===== config.mk =====
export PLATFORM = sky130hd
export DESIGN_NAME = pipe_hazard_ctrl
export DESIGN_NICKNAME = d
export VERILOG_FILES = /design/src/rtl/pipe_hazard_ctrl.sv
export SDC_FILE = /design/constraint.sdc
export NUM_CORES = 1
export LEC_CHECK = 0
export BUFFER_PORTS_ARGS = -buffer_cell sky130_fd_sc_hd__buf_4
export CAP_MARGIN = 10
export CORE_ASPECT_RATIO = 0.5
export CORE_MARGIN = 2
export CORE_UTILIZATION = 36
export CTS_BUF_LIST = sky130_fd_sc_hd__clkbuf_8
export CTS_CLUSTER_SIZE = 10
export DETAILED_ROUTE_END_ITERATION = 8
export GPL_TIMING_DRIVEN = 1
export HOLD_SLACK_MARGIN = 0.06
export PLACE_DENSITY = 0.56
export SKIP_LAST_GASP = 1
export SYNTH_ARGS = -nofsm -noshare
export SYNTH_HDL_FRONTEND = slang
export SYNTH_SLANG_ARGS = --single-unit

===== constraint.sdc =====
create_clock -name clk -period 2.3 [get_ports clk]
set_input_delay 0.23 -clock clk [delete_from_list [all_inputs] [get_ports clk]]
set_output_delay 0.23 -clock clk [all_outputs]
set_load 0.02 [all_outputs]

===== src/rtl/pipe_hazard_ctrl.sv =====
// pipe_hazard_ctrl: stall/flush sequencer for the 5-stage MIPS pipeline.
// Combines load-use hazards, taken branches, a variable-latency data memory
// (with stuck-access timeout) and a fixed-latency MDU into stage-register
// hold/bubble controls. All controls are combinational from registered state
// and current inputs, and are forced low while rst_n is asserted.
// Optional feature macro: STALL_CNT_EN adds a saturating 32-bit StallCnt port.

module pipe_hazard_ctrl #(
    parameter int MDU_LAT = 32,
    parameter int MEM_TO  = 255
) (
    input  logic        clk,
    input  logic        rst_n,
    input  logic        MemReqM,
    input  logic        MemRdyM,
    input  logic        LoadUseD,
    input  logic        BranchTakenD,
    input  logic        MduStartE,
    input  logic        MduUseD,
    output logic        StallF,
    output logic        StallD,
    output logic        FlushD,
    output logic        StallE,
    output logic        FlushE,
    output logic        StallM,
    output logic        FlushM,
    output logic        FlushW,
    output logic        MduBusy,
    output logic        MemErr
`ifdef STALL_CNT_EN
   ,output logic [31:0] StallCnt
`endif
);

    localparam int MW = $clog2(MDU_LAT + 1);
    localparam int TW = $clog2(MEM_TO + 1);

    typedef enum logic [1:0] {RUN, MWAIT, ERR} HazState;

    HazState       state, stateNext;
    logic [TW-1:0] toCnt, toNext, toInc;
    logic [MW-1:0] mduCnt;
    logic          mw, freeze, mduBusyInt, mduHaz, dataHaz, mduLoad;
    logic          stallFInt, stallDInt, stallEInt;

    assign mw         = MemReqM & ~MemRdyM;
    assign freeze     = (state == ERR) | mw;
    assign mduBusyInt = (mduCnt != '0);
    assign mduHaz     = MduStartE & mduBusyInt & ~freeze;
    assign dataHaz    = (LoadUseD | (MduUseD & mduBusyInt)) & ~freeze;
    assign stallFInt  = freeze | mduHaz | dataHaz;
    assign stallDInt  = stallFInt;
    assign stallEInt  = freeze | mduHaz;
    assign mduLoad    = MduStartE & ~mduBusyInt & ~stallEInt & ~freeze;

    // Memory-wait state register and timeout counter
    always_ff @(posedge clk or negedge rst_n) begin
        if (!rst_n) begin
            state <= RUN;
            toCnt <= '0;
        end else begin
            state <= stateNext;
            toCnt <= toNext;
        end
    end

    // Next state: enter MWAIT on a blocked access, time out into absorbing ERR
    always_comb begin
        stateNext = state;
        toNext    = toCnt;
        toInc     = (toCnt == TW'(MEM_TO)) ? toCnt : toCnt + TW'(1);
        case (state)
            RUN: begin
                if (mw) begin
                    toNext    = TW'(1);
                    stateNext = (TW'(1) == TW'(MEM_TO)) ? ERR : MWAIT;
                end
            end
            MWAIT: begin
                if (MemRdyM) begin
                    toNext    = '0;
                    stateNext = RUN;
                end else begin
                    toNext = toInc;
                    if (toInc == TW'(MEM_TO)) begin
                        stateNext = ERR;
                    end
                end
            end
            ERR:     stateNext = ERR;
            default: stateNext = RUN;
        endcase
    end

    // MDU busy counter: loads on an accepted start, otherwise drains to zero
    always_ff @(posedge clk or negedge rst_n) begin
        if (!rst_n) begin
            mduCnt <= '0;
        end else if (mduLoad) begin
            mduCnt <= MW'(MDU_LAT);
        end else if (mduBusyInt) begin
            mduCnt <= mduCnt - MW'(1);
        end
    end

    // Stage controls; holding ID/EX wins over bubbling it when both hazards meet
    always_comb begin
        StallF  = 1'b0;
        StallD  = 1'b0;
        FlushD  = 1'b0;
        StallE  = 1'b0;
        FlushE  = 1'b0;
        StallM  = 1'b0;
        FlushM  = 1'b0;
        FlushW  = 1'b0;
        MduBusy = 1'b0;
        MemErr  = 1'b0;
        if (rst_n) begin
            StallF  = stallFInt;
            StallD  = stallDInt;
            FlushD  = BranchTakenD & ~freeze & ~stallDInt;
            StallE  = stallEInt;
            FlushE  = dataHaz & ~stallEInt;
            StallM  = freeze;
            FlushM  = mduHaz;
            FlushW  = freeze;
            MduBusy = mduBusyInt;
            MemErr  = (state == ERR);
        end
    end

`ifdef STALL_CNT_EN
    // Saturating count of cycles in which the PC is held
    always_ff @(posedge clk or negedge rst_n) begin
        if (!rst_n) begin
            StallCnt <= '0;
        end else if (StallF && (StallCnt != 32'hFFFF_FFFF)) begin
            StallCnt <= StallCnt + 32'd1;
        end
    end
`endif

endmodule


Word level (Yosys, flattened, before mapping). Cells that the tools add are included.

Register bits after elaboration: 16. Output and inout bits: 10. Input port bits: 8. Word-level logic and storage cells: 55.

$add $sub $neg: 2. Eq/ne operators: 6. Reduce and logical (&&, ||, !) cells: 6. Multiplexer cells: 18. Bitwise gates (word level): 20.

Operators by type and width (number): 2-to-1 mux 8 bit (3); equality test 8 bit (second input constant) (2); case mux 8 bit (2 select lines) (1); 2-to-1 mux 6 bit (2); AND 1 bit (11); adder 8 x 1 -> 8 bit (second input constant) (1); 2-to-1 mux 1 bit (8); 2-to-1 mux 2 bit (3); case mux 2 bit (3 select lines) (1); nonzero test 6 bit (1); subtractor 6 x 1 -> 6 bit (second input constant) (1); NOT 1 bit (5); bitwise OR 1 bit (4); AND reduction 2 bit (2); nonzero test 2 bit (2); inequality test 3 bit (second input constant) (1); equality test 2 x 1 -> 1 bit (second input constant) (1); equality test 2 bit (second input constant) (1); zero test 2 bit (1); inequality test 2 bit (second input constant) (1).

Longest topological paths before layout.
Depth in word-level cells: 10. Depth in mapped cells: 6. Mapped depth without buffers: 5.

Least setup slack after synthesis. Ideal clock, no wire load.

Path kind: flip-flop to output port. From: register mduCnt[0]. To: output port StallF. Required time: 2.070 ns. Slack: 0.400 ns. Arrival time: 1.670 ns. Buffers on the path: 1. Stages on the path, launching flop included: 7. Cell sequence: dfrtp_1 > inv_1 > ha_1 > nand3b_4 > a21oi_2 > a21boi_0 > buf_4.

Word-level cells in the longest chain between the ends: 6. Elaborated cells between the ends (all ways): 9. Those cells by class: 1 x mux; 7 x bitwise; 1 x reduce/logical.

Ends and longest elaborated chain: start, declared (RTL line 42) `logic [MW-1:0] mduCnt;`; start signal, assigned (RTL line 100) `mduCnt <= MW'(MDU_LAT);`; start signal, assigned (RTL line 102) `mduCnt <= mduCnt - MW'(1);`; nonzero test 6 bit * (RTL line 48) `assign mduBusyInt = (mduCnt != '0);`; AND 1 bit (on tied branches) (RTL line 49, 50); AND 1 bit or bitwise OR 1 bit (tied branches) (RTL line 49, 50); bitwise OR 1 bit or AND 1 bit (tied branches) (RTL line 51, 50); bitwise OR 1 bit * (RTL line 51) `assign stallFInt = freeze | mduHaz | dataHaz;`; 2-to-1 mux 1 bit *; end, declared (RTL line 20) `output logic StallF,`.

Every way passes the cells marked *; elsewhere a longest branch is shown, timed or not.

Worst setup path in the final report.
From: register mduCnt[2]. To: output port FlushD.

Word-level cells in the longest chain between the ends: 8. Elaborated cells between the ends (all ways): 11. Those cells by class: 1 x mux; 9 x bitwise; 1 x reduce/logical.

Ends and longest elaborated chain: nonzero test 6 bit * (RTL line 48); AND 1 bit (on tied branches) (RTL line 49, 50); AND 1 bit or bitwise OR 1 bit (tied branches) (RTL line 49, 50); bitwise OR 1 bit or AND 1 bit (tied branches) (RTL line 51, 50); bitwise OR 1 bit * (RTL line 51); NOT 1 bit * (RTL line 121) `FlushD = BranchTakenD & ~freeze & ~stallDInt;`; AND 1 bit * (RTL line 121); 2-to-1 mux 1 bit * (RTL line 118) `if (rst_n) begin`; end, declared (RTL line 22) `output logic FlushD,`.

Marked as above.

==> run summary <==
outcome = finished clean
Vert. Die Dim = 43.8 µm
FF-to-FF path depth = 5
number of hold buffers added after cts = 1
Top delay family on crit path = simple AND/OR/NAND/NOR gates
initial antenna violation count = 0
Post-CTS Resized = 0
Synth Cell Area = 1140 µm²
number of synthesized flops with an enable pin = 0
PortBufs = 17
VDD IR-drop max = 0.000259 V
num rows = 14
worst-margin pin slew = 0.478 ns
top_reg_cell synth = dfrtp_1
fraction of layout cells with a size suffix above 1 = 0.239
worst hold path type = in -> reg
placed wire-length estimate = 1.74 mm
Worst Path Buf+Inv = 1
number of global-route vias before repair = 912
#FFs+latches synth = 16
clock buffer count from CTS = 3
average size of a mapped cell = 9.26 µm²
final instance area = 1330 µm²
NetSw = 0.346 mW
CTS tree = done
Root Buffer = clkbuf_8
total die area = 3660 µm²
Final nets = 150
Initial DRT Pass Iterations = 4
initial cell density of the core = 0.378
most frequent cells in the layout = buf_4, dfrtp_1, nand2_1
TNS Setup = 0 ns
CP max stage cell = dfrtp_1
worst skew pair latency = 0.25 ns
Worst setup EP type = primary output
ys async rst share = 1.00
Clk pwr share = 0.254
post-synthesis sequential area ratio = 0.352
Worst Path Required = 2.07 ns
crit start category = flip-flop
crit path launch = mduCnt[2]
critical path depth in cells = 5
Final Setup Violations = 0
CTS max path bufs = 2
Gate power share = 0.318
WS Path Type = reg -> out
final core utilization = 0.443
vias per std cell = 5.34
crit-path cells = nor3_4 -> nand3b_4 -> a21oi_2 -> and4_1 -> buf_4
critical path arrival = 1.72 ns
Starting DRT DRC Count = 45
# clock sinks = 16
Die W = 83.5 µm
Pins Over Slew Limit = 0
DR WL/cell = 13.9 µm
Pwr Density = 751 nW/µm²
DRC viols = 0
crit share post-route = 0.846
Area growth syn-to-layout = 17.1%
Pleak = 0.607 nW
Internal = 0.655 mW
first-pass GRT wire length = 4.16 mm
RSZ-0062 raised after global routing = false
final wirelength = 2.48 mm
Power Total = 1.00 mW
Cell variety after synth = 45
MaxCap Viol Count = 0
H-tree lvl count = 1
critical path's largest stage delay = 0.46 ns
Crit Path Max Fanout = 6
synthesized instance count = 123
power share of the sequential group = 0.428
CP endpoint = FlushD
most common cell after layout, fill and taps aside = buf_4
Worst R2R Start = toCnt[0]
gr usage total = 0.144
max_slew headroom = 0.678
via count = 950
clock slew at reported path FFs = 0.07 ns
RD Place Congestion = 0.829
post-place instance area = 1270 µm²
minimum clock period = 1.95 ns
Final Hold Violating Endpoints = 0
max frequency = 514 MHz
pin count of the biggest net entering global routing = 24
grt ovf = 0
Switching Fraction = 0.346
Antenna diodes = 0
Ports = 18
Ys Warns = 0
synthesized netlist net count = 134
r2r endpoint = state[1]
setup slack, reg-to-reg = 0.54 ns
# Post-CTS Setup Buffers = 0
Final ANT Viol Nets = 0
core area = 3010 µm²
clk_skew = 0.00273 ns
-- state kept, by name, indices dropped and copies added, names as in the netlist --
| register | count |
|---|---|
| state | 2 |
| mduCnt | 6 |
| toCnt | 8 |
-- area by class of cell --
type	instances	area [µm²]
Clock buffer	4	55.1
Fill cell	307	1680
Inverter	4	15.0
Multi-Input combinational cell	95	668
Sequential cell	16	400
Tap cell	40	50.0
Timing Repair Buffer	19	145
-- per-layer routing --
metal / GRT usage / vias up / routed length, µm
li1: - / 484 / -
met1: 0.197 / 453 / 1310
met2: 0.234 / 11 / 1080
met3: 0.0400 / 2 / 86
met4: 0.0290 / 0 / 8
met5: 0 / - / 0
-- worst min-delay path by stage --
stage | from | endpoint | cells past startpoint
5_1_grt | MemRdyM | toCnt[0] | 2
2_1_floorplan | rst_n | mduCnt[0] | 0
6_report | MemRdyM | toCnt[0] | 2
4_1_cts | MemRdyM | toCnt[0] | 2
3_5_place_dp | rst_n | toCnt[6] | 1
3_3_place_gp | rst_n | toCnt[6] | 1
-- per-stage QoR --
step / instances / setup WS, ns / hold WS, ns
3_3_place_gp: 173 / 0.595 / 0.126
3_5_place_dp: 173 / 0.563 / 0.131
2_1_floorplan: 123 / 0.400 / -0.0656
5_1_grt: 178 / 0.271 / 0.271
6_report: 178 / 0.353 / 0.258
4_1_cts: 178 / 0.348 / 0.258
-- cells in the mapped netlist (2+ instances only) --
| cell | number | area [µm²] |
|---|---|---|
| buf_2 | 2 | 10.0 |
| a41oi_1 | 3 | 26.3 |
| inv_1 | 4 | 15.0 |
| a21oi_1 | 10 | 50.1 |
| buf_4 | 6 | 45.0 |
| nor3_1 | 2 | 10.0 |
| a31oi_1 | 3 | 18.8 |
| o21ai_0 | 3 | 15.0 |
| nand3_1 | 4 | 20.0 |
| a21oi_2 | 2 | 17.5 |
| and3_1 | 4 | 25.0 |
| nand2_1 | 11 | 41.3 |
| and4_1 | 4 | 35.0 |
| nor2_1 | 8 | 30.0 |
| nor2b_1 | 2 | 12.5 |
| o31ai_1 | 2 | 15.0 |
| nand4_1 | 4 | 25.0 |
| and2_1 | 2 | 12.5 |
| nand2b_1 | 3 | 18.8 |
| dfrtp_1 | 16 | 400 |
| xnor2_1 | 2 | 17.5 |
| ha_1 | 3 | 37.5 |
-- power groups by stage --
stage / sequential (mW) / combinational (mW) / clock, mW
after global routing: 0.442 / 0.367 / 0.274
after detailed placement: 0.433 / 0.320 / 0
after global placement: 0.431 / 0.321 / 0
after CTS: 0.428 / 0.325 / 0.261
after floorplan: 0.412 / 0.264 / 0
final: 0.428 / 0.319 / 0.254
-- logic make-up (layout without fill, tap and decap cells) --
| family | after synthesis | in the layout | synth area share |
|---|---|---|---|
| simple gates | 51 | 51 | 0.273 |
| compound gates | 36 | 36 | 0.240 |
| flops | 16 | 16 | 0.352 |
| buf+inv | 12 | 27 | 0.0615 |
| fa+ha+maj | 3 | 3 | 0.0330 |
| xor+xnor | 3 | 3 | 0.0231 |
| mux | 2 | 2 | 0.0187 |
(Power assumes the default switching activity.)
